<file path="config.mk">
export PLATFORM = sky130hd
export DESIGN_NAME = psum_writeback
export DESIGN_NICKNAME = d
export VERILOG_FILES = /design/src/rtl/cnn_pkg.sv /design/src/rtl/psum_line_buf.sv /design/src/rtl/psum_writeback.sv
export SDC_FILE = /design/constraint.sdc
export NUM_CORES = 1
export LEC_CHECK = 0
export ABC_AREA = 1
export BUFFER_PORTS_ARGS = -buffer_cell sky130_fd_sc_hd__buf_2
export CAP_MARGIN = 20
export CORE_ASPECT_RATIO = 1.4
export CORE_MARGIN = 5
export CORE_UTILIZATION = 45
export DETAILED_ROUTE_END_ITERATION = 10
export SLEW_MARGIN = 20
export SYNTH_ARGS = -nofsm -noshare
export SYNTH_HDL_FRONTEND = slang
export SYNTH_SLANG_ARGS = --single-unit
</file>
<file path="constraint.sdc">
create_clock -name clk -period 5.5 [get_ports clk]
set_input_delay 1.1 -clock clk [delete_from_list [all_inputs] [get_ports clk]]
set_output_delay 1.1 -clock clk [all_outputs]
set_load 0.01 [all_outputs]
</file>
<file path="src/rtl/cnn_pkg.sv">
// cnn_pkg: shared types and helpers for the PE-array partial-sum writeback path.
//   state_e     : writeback FSM states
//   KSIZE_3/5   : the legal kernel sizes
//   sat_to_out  : clamp a signed value into an out_w-bit signed range
package cnn_pkg;

   typedef enum logic [2:0] {
      IDLE  = 3'd0,
      ACCUM = 3'd1,
      SKIP  = 3'd2,
      DRAIN = 3'd3,
      FIN   = 3'd4
   } state_e;

   localparam logic [2:0] KSIZE_3 = 3'd3;
   localparam logic [2:0] KSIZE_5 = 3'd5;

   // Result stays 32 bits wide; the caller keeps the low out_w bits.
   function automatic logic signed [31:0] sat_to_out(input logic signed [31:0] v,
                                                     input int               out_w);
      logic signed [31:0] hi;
      logic signed [31:0] lo;
      logic signed [31:0] res;
      hi = (32'sd1 <<< (out_w - 1)) - 32'sd1;
      lo = -hi - 32'sd1;
      if (v > hi) begin
         res = hi;
      end else if (v < lo) begin
         res = lo;
      end else begin
         res = v;
      end
      return res;
   endfunction

endpackage

</file>
<file path="src/rtl/psum_line_buf.sv">
// psum_line_buf: MAX_W x ACC_W line buffer holding per-column running sums.
// Ports:
//   clk_i          clock
//   rd_addr_i      read-port column
//   rd_data_o      read-port data (combinational)
//   rmw_en_i       commit the read-modify-write result
//   rmw_addr_i     read-modify-write column
//   rmw_init_i     1: overwrite with rmw_val_i, 0: add rmw_val_i to stored value
//   rmw_val_i      sign-extended partial to write/accumulate
//   rmw_result_o   value that will be written (used for read-after-write forwarding)
// Contents are not reset; every column is overwritten by the first row of a band.
module psum_line_buf #(
   parameter int MAX_W = 32,
   parameter int ACC_W = 20,
   parameter int AW    = 5
) (
   input  logic                    clk_i,
   input  logic [AW-1:0]           rd_addr_i,
   output logic signed [ACC_W-1:0] rd_data_o,
   input  logic                    rmw_en_i,
   input  logic [AW-1:0]           rmw_addr_i,
   input  logic                    rmw_init_i,
   input  logic signed [ACC_W-1:0] rmw_val_i,
   output logic signed [ACC_W-1:0] rmw_result_o
);

   logic signed [ACC_W-1:0] mem_q [MAX_W];

   assign rd_data_o    = mem_q[rd_addr_i];
   assign rmw_result_o = rmw_init_i ? rmw_val_i : (mem_q[rmw_addr_i] + rmw_val_i);

   always_ff @(posedge clk_i) begin
      if (rmw_en_i) begin
         mem_q[rmw_addr_i] <= rmw_result_o;
      end
   end

endmodule

</file>
<file path="src/rtl/psum_writeback.sv">
// psum_writeback: consumer of the PE-array partial-sum stream. Accumulates K
// row-partials per output column, saturates, stride-decimates and writes the
// output feature map to memory, then pulses DONE.
// Ports:
//   clk, rst_n                 clock, async active-low reset
//   load, kernel_size,         frame start and configuration (IDLE only)
//   width_size, stride
//   psum_valid/_data/_ready    incoming row-partial stream
//   out_valid/_data/_addr/     registered output word stream
//   out_ready
//   busy                       frame in progress
//   cfg_err                    sticky illegal-configuration flag
//   DONE                       one-cycle frame-complete pulse
// Build option: define PSUM_WB_RELU_EN to clamp negative results to 0 after
// saturation.
//
// state | meaning
// IDLE  | waiting for load
// ACCUM | accepting row-partials into the line buffer
// SKIP  | discard a full row that stride 2 decimates away
// DRAIN | write one output row, column step S, honouring out_ready
// FIN   | DONE pulse
module psum_writeback
   import cnn_pkg::*;
#(
   parameter int PSUM_W = 16,
   parameter int ACC_W  = 20,
   parameter int OUT_W  = 16,
   parameter int MAX_W  = 32,
   parameter int ADDR_W = 10
) (
   input  logic              clk,
   input  logic              rst_n,
   input  logic              load,
   input  logic [2:0]        kernel_size,
   input  logic [4:0]        width_size,
   input  logic              stride,
   input  logic              psum_valid,
   input  logic [PSUM_W-1:0] psum_data,
   output logic              psum_ready,
   output logic              out_valid,
   output logic [OUT_W-1:0]  out_data,
   output logic [ADDR_W-1:0] out_addr,
   input  logic              out_ready,
   output logic              busy,
   output logic              cfg_err,
   output logic              DONE
);

   localparam int CW = 5;

   state_e state_q, state_d;

   logic [2:0]        k_q, k_d;
   logic [CW-1:0]     n_q, n_d;
   logic              s2_q, s2_d;
   logic [2:0]        r_q, r_d;
   logic [CW-1:0]     c_q, c_d;
   logic [CW-1:0]     frow_q, frow_d;
   logic [ADDR_W-1:0] wcnt_q, wcnt_d;
   logic              out_valid_q, out_valid_d;
   logic [OUT_W-1:0]  out_data_q, out_data_d;
   logic [ADDR_W-1:0] out_addr_q, out_addr_d;
   logic              cfg_err_q, cfg_err_d;

   logic              cfg_legal;
   logic [CW-1:0]     n_new;
   logic              xfer;
   logic              row_end;
   logic              last_r;
   logic              acc_done;
   logic              keep_row;
   logic              frow_last;
   logic              drain_last;
   logic [CW:0]       step;
   logic [CW:0]       c_next;

   logic [CW-1:0]           rd_addr;
   logic signed [ACC_W-1:0] rd_data;
   logic signed [ACC_W-1:0] rmw_val;
   logic signed [ACC_W-1:0] rmw_result;
   logic signed [ACC_W-1:0] fwd;
   logic signed [31:0]      fwd32;
   logic [OUT_W-1:0]        out_word;

   assign cfg_legal = ((kernel_size == KSIZE_3) || (kernel_size == KSIZE_5)) &&
                      (width_size >= {2'b00, kernel_size});
   assign n_new     = width_size - {2'b00, kernel_size} + 5'd1;

   assign xfer       = (state_q == ACCUM) && psum_valid;
   assign row_end    = (c_q == n_q - 5'd1);
   assign last_r     = (r_q == k_q - 3'd1);
   assign acc_done   = xfer && row_end && last_r;
   assign keep_row   = !s2_q || !frow_q[0];
   assign frow_last  = (frow_q == n_q - 5'd1);
   assign step       = {{CW{1'b0}}, 1'b1} + {{CW{1'b0}}, s2_q};
   assign c_next     = {1'b0, c_q} + step;
   assign drain_last = (c_next >= {1'b0, n_q});

   // In DRAIN the read port prefetches the next column to present; when a band
   // completes it fetches column 0, which may be the very entry being written
   // this cycle (N = 1), hence the forward from the RMW port.
   assign rd_addr  = (state_q == DRAIN) ? c_next[CW-1:0] : '0;
   assign rmw_val  = {{(ACC_W-PSUM_W){psum_data[PSUM_W-1]}}, psum_data};
   assign fwd      = (xfer && (c_q == '0)) ? rmw_result : rd_data;
   assign fwd32    = {{(32-ACC_W){fwd[ACC_W-1]}}, fwd};

   always_comb begin
      out_word = OUT_W'(sat_to_out(fwd32, OUT_W));
`ifdef PSUM_WB_RELU_EN
      if (out_word[OUT_W-1]) begin
         out_word = '0;
      end
`endif
   end

   psum_line_buf #(
      .MAX_W(MAX_W),
      .ACC_W(ACC_W),
      .AW   (CW)
   ) u_line_buf (
      .clk_i       (clk),
      .rd_addr_i   (rd_addr),
      .rd_data_o   (rd_data),
      .rmw_en_i    (xfer),
      .rmw_addr_i  (c_q),
      .rmw_init_i  (r_q == 3'd0),
      .rmw_val_i   (rmw_val),
      .rmw_result_o(rmw_result)
   );

   always_ff @(posedge clk or negedge rst_n) begin
      if (!rst_n) begin
         state_q <= IDLE;
      end else begin
         state_q <= state_d;
      end
   end

   always_comb begin
      state_d = state_q;
      case (state_q)
         IDLE: begin
            if (load && cfg_legal) begin
               state_d = ACCUM;
            end
         end
         ACCUM: begin
            if (acc_done) begin
               state_d = keep_row ? DRAIN : SKIP;
            end
         end
         SKIP: begin
            state_d = frow_last ? FIN : ACCUM;
         end
         DRAIN: begin
            if (out_ready && drain_last) begin
               state_d = frow_last ? FIN : ACCUM;
            end
         end
         FIN: begin
            state_d = IDLE;
         end
         default: begin
            state_d = IDLE;
         end
      endcase
   end

   always_comb begin
      psum_ready = (state_q == ACCUM);
      busy       = (state_q != IDLE);
      DONE       = (state_q == FIN);
   end

   always_comb begin
      k_d         = k_q;
      n_d         = n_q;
      s2_d        = s2_q;
      r_d         = r_q;
      c_d         = c_q;
      frow_d      = frow_q;
      wcnt_d      = wcnt_q;
      out_valid_d = out_valid_q;
      out_data_d  = out_data_q;
      out_addr_d  = out_addr_q;
      cfg_err_d   = cfg_err_q;
      case (state_q)
         IDLE: begin
            if (load) begin
               if (cfg_legal) begin
                  cfg_err_d = 1'b0;
                  k_d       = kernel_size;
                  n_d       = n_new;
                  s2_d      = stride;
                  r_d       = '0;
                  c_d       = '0;
                  frow_d    = '0;
                  wcnt_d    = '0;
               end else begin
                  cfg_err_d = 1'b1;
               end
            end
         end
         ACCUM: begin
            if (xfer) begin
               if (row_end) begin
                  c_d = '0;
                  if (last_r) begin
                     r_d = '0;
                     if (keep_row) begin
                        out_valid_d = 1'b1;
                        out_data_d  = out_word;
                        out_addr_d  = wcnt_q;
                     end
                  end else begin
                     r_d = r_q + 3'd1;
                  end
               end else begin
                  c_d = c_q + 5'd1;
               end
            end
         end
         SKIP: begin
            frow_d = frow_q + 5'd1;
            r_d    = '0;
            c_d    = '0;
         end
         DRAIN: begin
            if (out_ready) begin
               wcnt_d = wcnt_q + 1'b1;
               if (drain_last) begin
                  out_valid_d = 1'b0;
                  c_d         = '0;
                  r_d         = '0;
                  frow_d      = frow_q + 5'd1;
               end else begin
                  c_d        = c_next[CW-1:0];
                  out_data_d = out_word;
                  out_addr_d = wcnt_q + 1'b1;
               end
            end
         end
         default: begin
         end
      endcase
   end

   always_ff @(posedge clk or negedge rst_n) begin
      if (!rst_n) begin
         k_q         <= '0;
         n_q         <= '0;
         s2_q        <= 1'b0;
         r_q         <= '0;
         c_q         <= '0;
         frow_q      <= '0;
         wcnt_q      <= '0;
         out_valid_q <= 1'b0;
         out_data_q  <= '0;
         out_addr_q  <= '0;
         cfg_err_q   <= 1'b0;
      end else begin
         k_q         <= k_d;
         n_q         <= n_d;
         s2_q        <= s2_d;
         r_q         <= r_d;
         c_q         <= c_d;
         frow_q      <= frow_d;
         wcnt_q      <= wcnt_d;
         out_valid_q <= out_valid_d;
         out_data_q  <= out_data_d;
         out_addr_q  <= out_addr_d;
         cfg_err_q   <= cfg_err_d;
      end
   end

   assign out_valid = out_valid_q;
   assign out_data  = out_data_q;
   assign out_addr  = out_addr_q;
   assign cfg_err   = cfg_err_q;

endmodule

</file>
==> summary.md <==
| Metric | Value |
|---|---|
| Status | `completed` |
| CP Class | `register to register` |
| Post-synth top area share | `between 50% and 60%` |
| Critical Path RT | `5.75 ns` |
| R2r startpoint | `c_q[2]$_DFFE_PN0P_` |
| Post-Syn Area per Cell | `9.30 sq um` |
| Fillers | `approximately 7500` |
| Yosys cell types | `48` |
| Critical path data arrival time | `5.27 ns` |
| CTS buffer count | `between 70 and 80` |
| FF+latch count, synth | `703` |
| Via count of the routed design | `31000` |
| DRC errors left | `0` |
| H-tree levels | `3` |
| Pre-antenna DRT Iters | `6` |
| Reg power frac | `a little under a third` |
| Worst-case clock skew | `0.0427 ns` |
| Net count, final | `approximately 4000` |
| Final period utilization | `91.3%` |
| PortBufs | `60` |
| Finish-stage setup viols | `0` |
| CTS Hold Buffers Added | `0` |
| Slew Viols, Final | `0` |
| Most common cell after layout, fill and taps aside | `o21ai_0` |
| NetSw | `~11 mW` |
| Core area | `81300 sq um` |
| Grt ovf | `0` |
| FFs w/ async S/R, synth | `8.96%` |
| IO Count | `61` |
| CP Launch Type | `register` |
| Comb power frac | `48.4%` |
| Synthesized cell area | `36700 sq um` |
| Final min period | `5.02 ns` |
| Maximum buffer depth of the clock tree | `3` |
| Insertion delay to the later sink of the worst-skew pair | `0.64 ns` |
| Layout area overhead | `10.8%` |
| Finished Cell Area | `40700 sq um` |
| DP HPWL | `79500 um` |
| Reg2Reg Capture Point | `u_line_buf.mem_q[12][9]$_DFFE_PP_` |
| Initial antenna violation count | `1` |
| Worst hold endpoint | `out_addr[7]$_DFFE_PN0P_` |
| Share of cells above drive strength 1 | `about a tenth` |
| Area share of fa/ha/maj cells after synthesis | `1.71%` |
| Gpl congestion | `0.942` |
| Hold Vio Cnt, Final | `0` |
| Worst Hold Path Cells | `2` |
| Tightest Pin Transition | `1.11 ns` |
| Most used DFF post-synth | `edfxtp_1` |
| Post-Syn Instances | `3952` |
| Total wire length | `133000 um` |
| Die ar. | `between 80000 and 90000 sq um` |
| Global Route Usage Sum | `29.3%` |
| CTS tree | `built` |
| Post-CTS Setup Repair Bufs | `0` |
| GR Layer Usage met3 | `approximately 3.6%` |
| DP Area | `38400 sq um` |
| Setup_tns | `0 ns` |
| Synth Area in XOR/XNOR | `0.620%` |
| Hold Path Origin | `out_addr[7]$_DFFE_PN0P_` |
| Maxcap violations | `0` |
| Chip height | `348 um` |
| Synth warnings | `0` |
| Largest net degree at the start of global routing | `139` |
| Clk pwr share | `20.4%` |
| Root Driver | `clkbuf_16` |
| Maximum VDD drop | `roughly 0.47 mV` |
| Die Width | `251 um` |
| Hold/Removal Path Class | `register to register` |
| Sequential-to-total area share from yosys stat | `between 50% and 60%` |
| Ant. Diodes | `0` |
| M1 GR Usage | `about a third` |
| Commonest cells after routing, fill and taps aside | `o21ai_0 (743), edfxtp_1 (640), nand2_1 (432), nor2_1 (410), inv_1 (369)` |
| First-pass GRT wire length | `193000 um` |
| Synth Area in Compound Gates | `19.7%` |
| Post-synth EDFFs | `640` |
| Clk sinks | `703` |
| RSZ-0062 raised after global routing | `false` |
| Internal Power | `13.1 mW` |
| Initial core utilization | `45.2%` |
| Average wire per standard cell | `26.2 um` |
| Syn Nets | `4031` |
| GRT Max-Usage Layer | `met2` |
| Iter 0 DRT Violations | `3775` |
| Vias in the first global route | `29200` |
| Worst slew margin | `26.1%` |
| Antenna Nets Post-Route | `0` |
| Post-synthesis mux area share | `0%` |
| Grt met2 use | `48.6%` |
| Highest clock rate | `approximately 200 MHz` |
| CTS resizes | `0` |
| CP Max Fanout | `32` |
| DR vias/cell | `6.11` |
| Simple-gate portion of the synthesized area | `14.1%` |
| Sw Share | `45.0%` |
| Largest area contributor in the netlist | `edfxtp_1` |
| CP Capture Type | `register` |
| Clock transition at the registers of the reported paths | `0.07 ns` |
| Largest family of logic cells by synthesized area | `compound AO/OA/AOI/OAI gates` |
| Row Count | `~120` |
| PD cells | `a little under 600 nW/um^2` |
| Reg2reg setup slack | `a little under 0.5 ns` |
| Worst R2R Path Depth | `15` |
| Top post-synthesis cells by area | `edfxtp_1 (52%), o21ai_0 (10%), nor2_1 (4.5%)` |
| Lkg Pwr | `15.1 nW` |
-- routing by layer --
| metal | share of wire [%] | up-vias |
|---|---|---|
| met5 | 0.0098 | - |
| met4 | 8.8 | 2 |
| met3 | 7.9 | 419 |
| met2 | 47 | 1653 |
| met1 | 36 | 14900 |
| li1 | - | 14000 |
-- cell usage after synthesis (all sizes together) (3+ instances only) --
cell	instances
o21ai	755
clkbuf	152
xor2	16
nor2	448
a21oi	294
dfrtp	63
xnor2	10
a22o	32
o211ai	57
nand2	439
o2111ai	7
edfxtp	640
nor3	15
nand3	282
clkinv	3
nand3b	11
a21o	3
o221ai	64
buf	118
nand4	8
a211oi	3
nor4	7
ha	47
o22ai	41
or2	21
a221oi	31
inv	378
-- area by class of cell --
class | instances | area, sq um | area share (%)
tap | 1071 | 1340 | 3.29
clock inverter | 38 | 320 | 0.787
timing repair buffer | 186 | 1420 | 3.49
clock buffer | 92 | 1940 | 4.77
sequential | 703 | 20800 | 51.1
multi-input combinational | 2598 | 13400 | 33.0
inverter | 381 | 1450 | 3.56
-- stage by stage --
step / util [%] / std cells / hold WS, ns / power [mW] / setup slack [ns]
floorplan: - / 3952 / 0.453 / 14.8 / 0.529
detailed placement: 47.3 / 4939 / 0.460 / 18.9 / 0.607
finish: 50.1 / 5069 / 0.476 / 23.9 / 0.481
global route: 50.1 / 5069 / 0.489 / 25.1 / 0.117
global placement: 47.3 / 4939 / 0.460 / 18.9 / 0.713
CTS: 50.1 / 5069 / 0.477 / 23.8 / 0.571
-- cells by family (layout without fill, tap and decap cells) --
| family | after synthesis | in the layout |
|---|---|---|
| compound gates | 1291 | 1291 |
| flops | 703 | 703 |
| fa+ha+maj | 49 | 49 |
| buf+inv | 651 | 697 |
| xor+xnor | 26 | 26 |
| simple gates | 1232 | 1232 |
-- critical path, cell delays in order, from the launching register on --
cell and delay [ns]:
dfrtp_1 0.68, inv_1 0.26, nand2_1 0.38, inv_2 0.36
a22o_1 0.32, a221oi_1 0.22, nand2_1 0.09, ha_1 0.40
nand2_1 0.10, nand3_1 0.15, a21oi_1 0.12, o21ai_0 0.38
a21oi_1 0.11, o21ai_0 0.09, o21ai_0 0.13, inv_1 0.82
-- flip-flops by register name, indices dropped and copies added, names as in the netlist --
register and flops:
out_valid 1, wcnt_q 10, n_q 5, out_data 16, state_q 3, k_q 3
c_q 5, s2_q 1, r_q 3, u_line_buf.mem_q 640, frow_q 5, out_addr 10
cfg_err 1
-- power by group through the flow --
stage               clock network, mW  logic, mW  registers, mW
finish                           4.86       11.5           7.47
global route                     5.11       12.5           7.50
CTS                              4.91       11.4           7.47
detailed placement                  0       11.3           7.58
global placement                    0       11.3           7.58
floorplan                           0       7.30           7.53
-- worst max-delay path by stage --
stage                             from                           endpoint  slack, ns  cells after the start
global route        c_q[2]$_DFFE_PN0P_            out_data[2]$_DFFE_PN0P_       0.12                     19
finish              c_q[2]$_DFFE_PN0P_  u_line_buf.mem_q[12][9]$_DFFE_PP_       0.48                     15
CTS                 c_q[2]$_DFFE_PN0P_  u_line_buf.mem_q[12][9]$_DFFE_PP_       0.57                     15
global placement    c_q[1]$_DFFE_PN0P_            out_data[1]$_DFFE_PN0P_       0.71                     23
detailed placement  c_q[2]$_DFFE_PN0P_  u_line_buf.mem_q[16][9]$_DFFE_PP_       0.61                     15
floorplan           c_q[0]$_DFFE_PN0P_  u_line_buf.mem_q[0][13]$_DFFE_PP_       0.53                     18
Power figures use the tool's default switching activity.
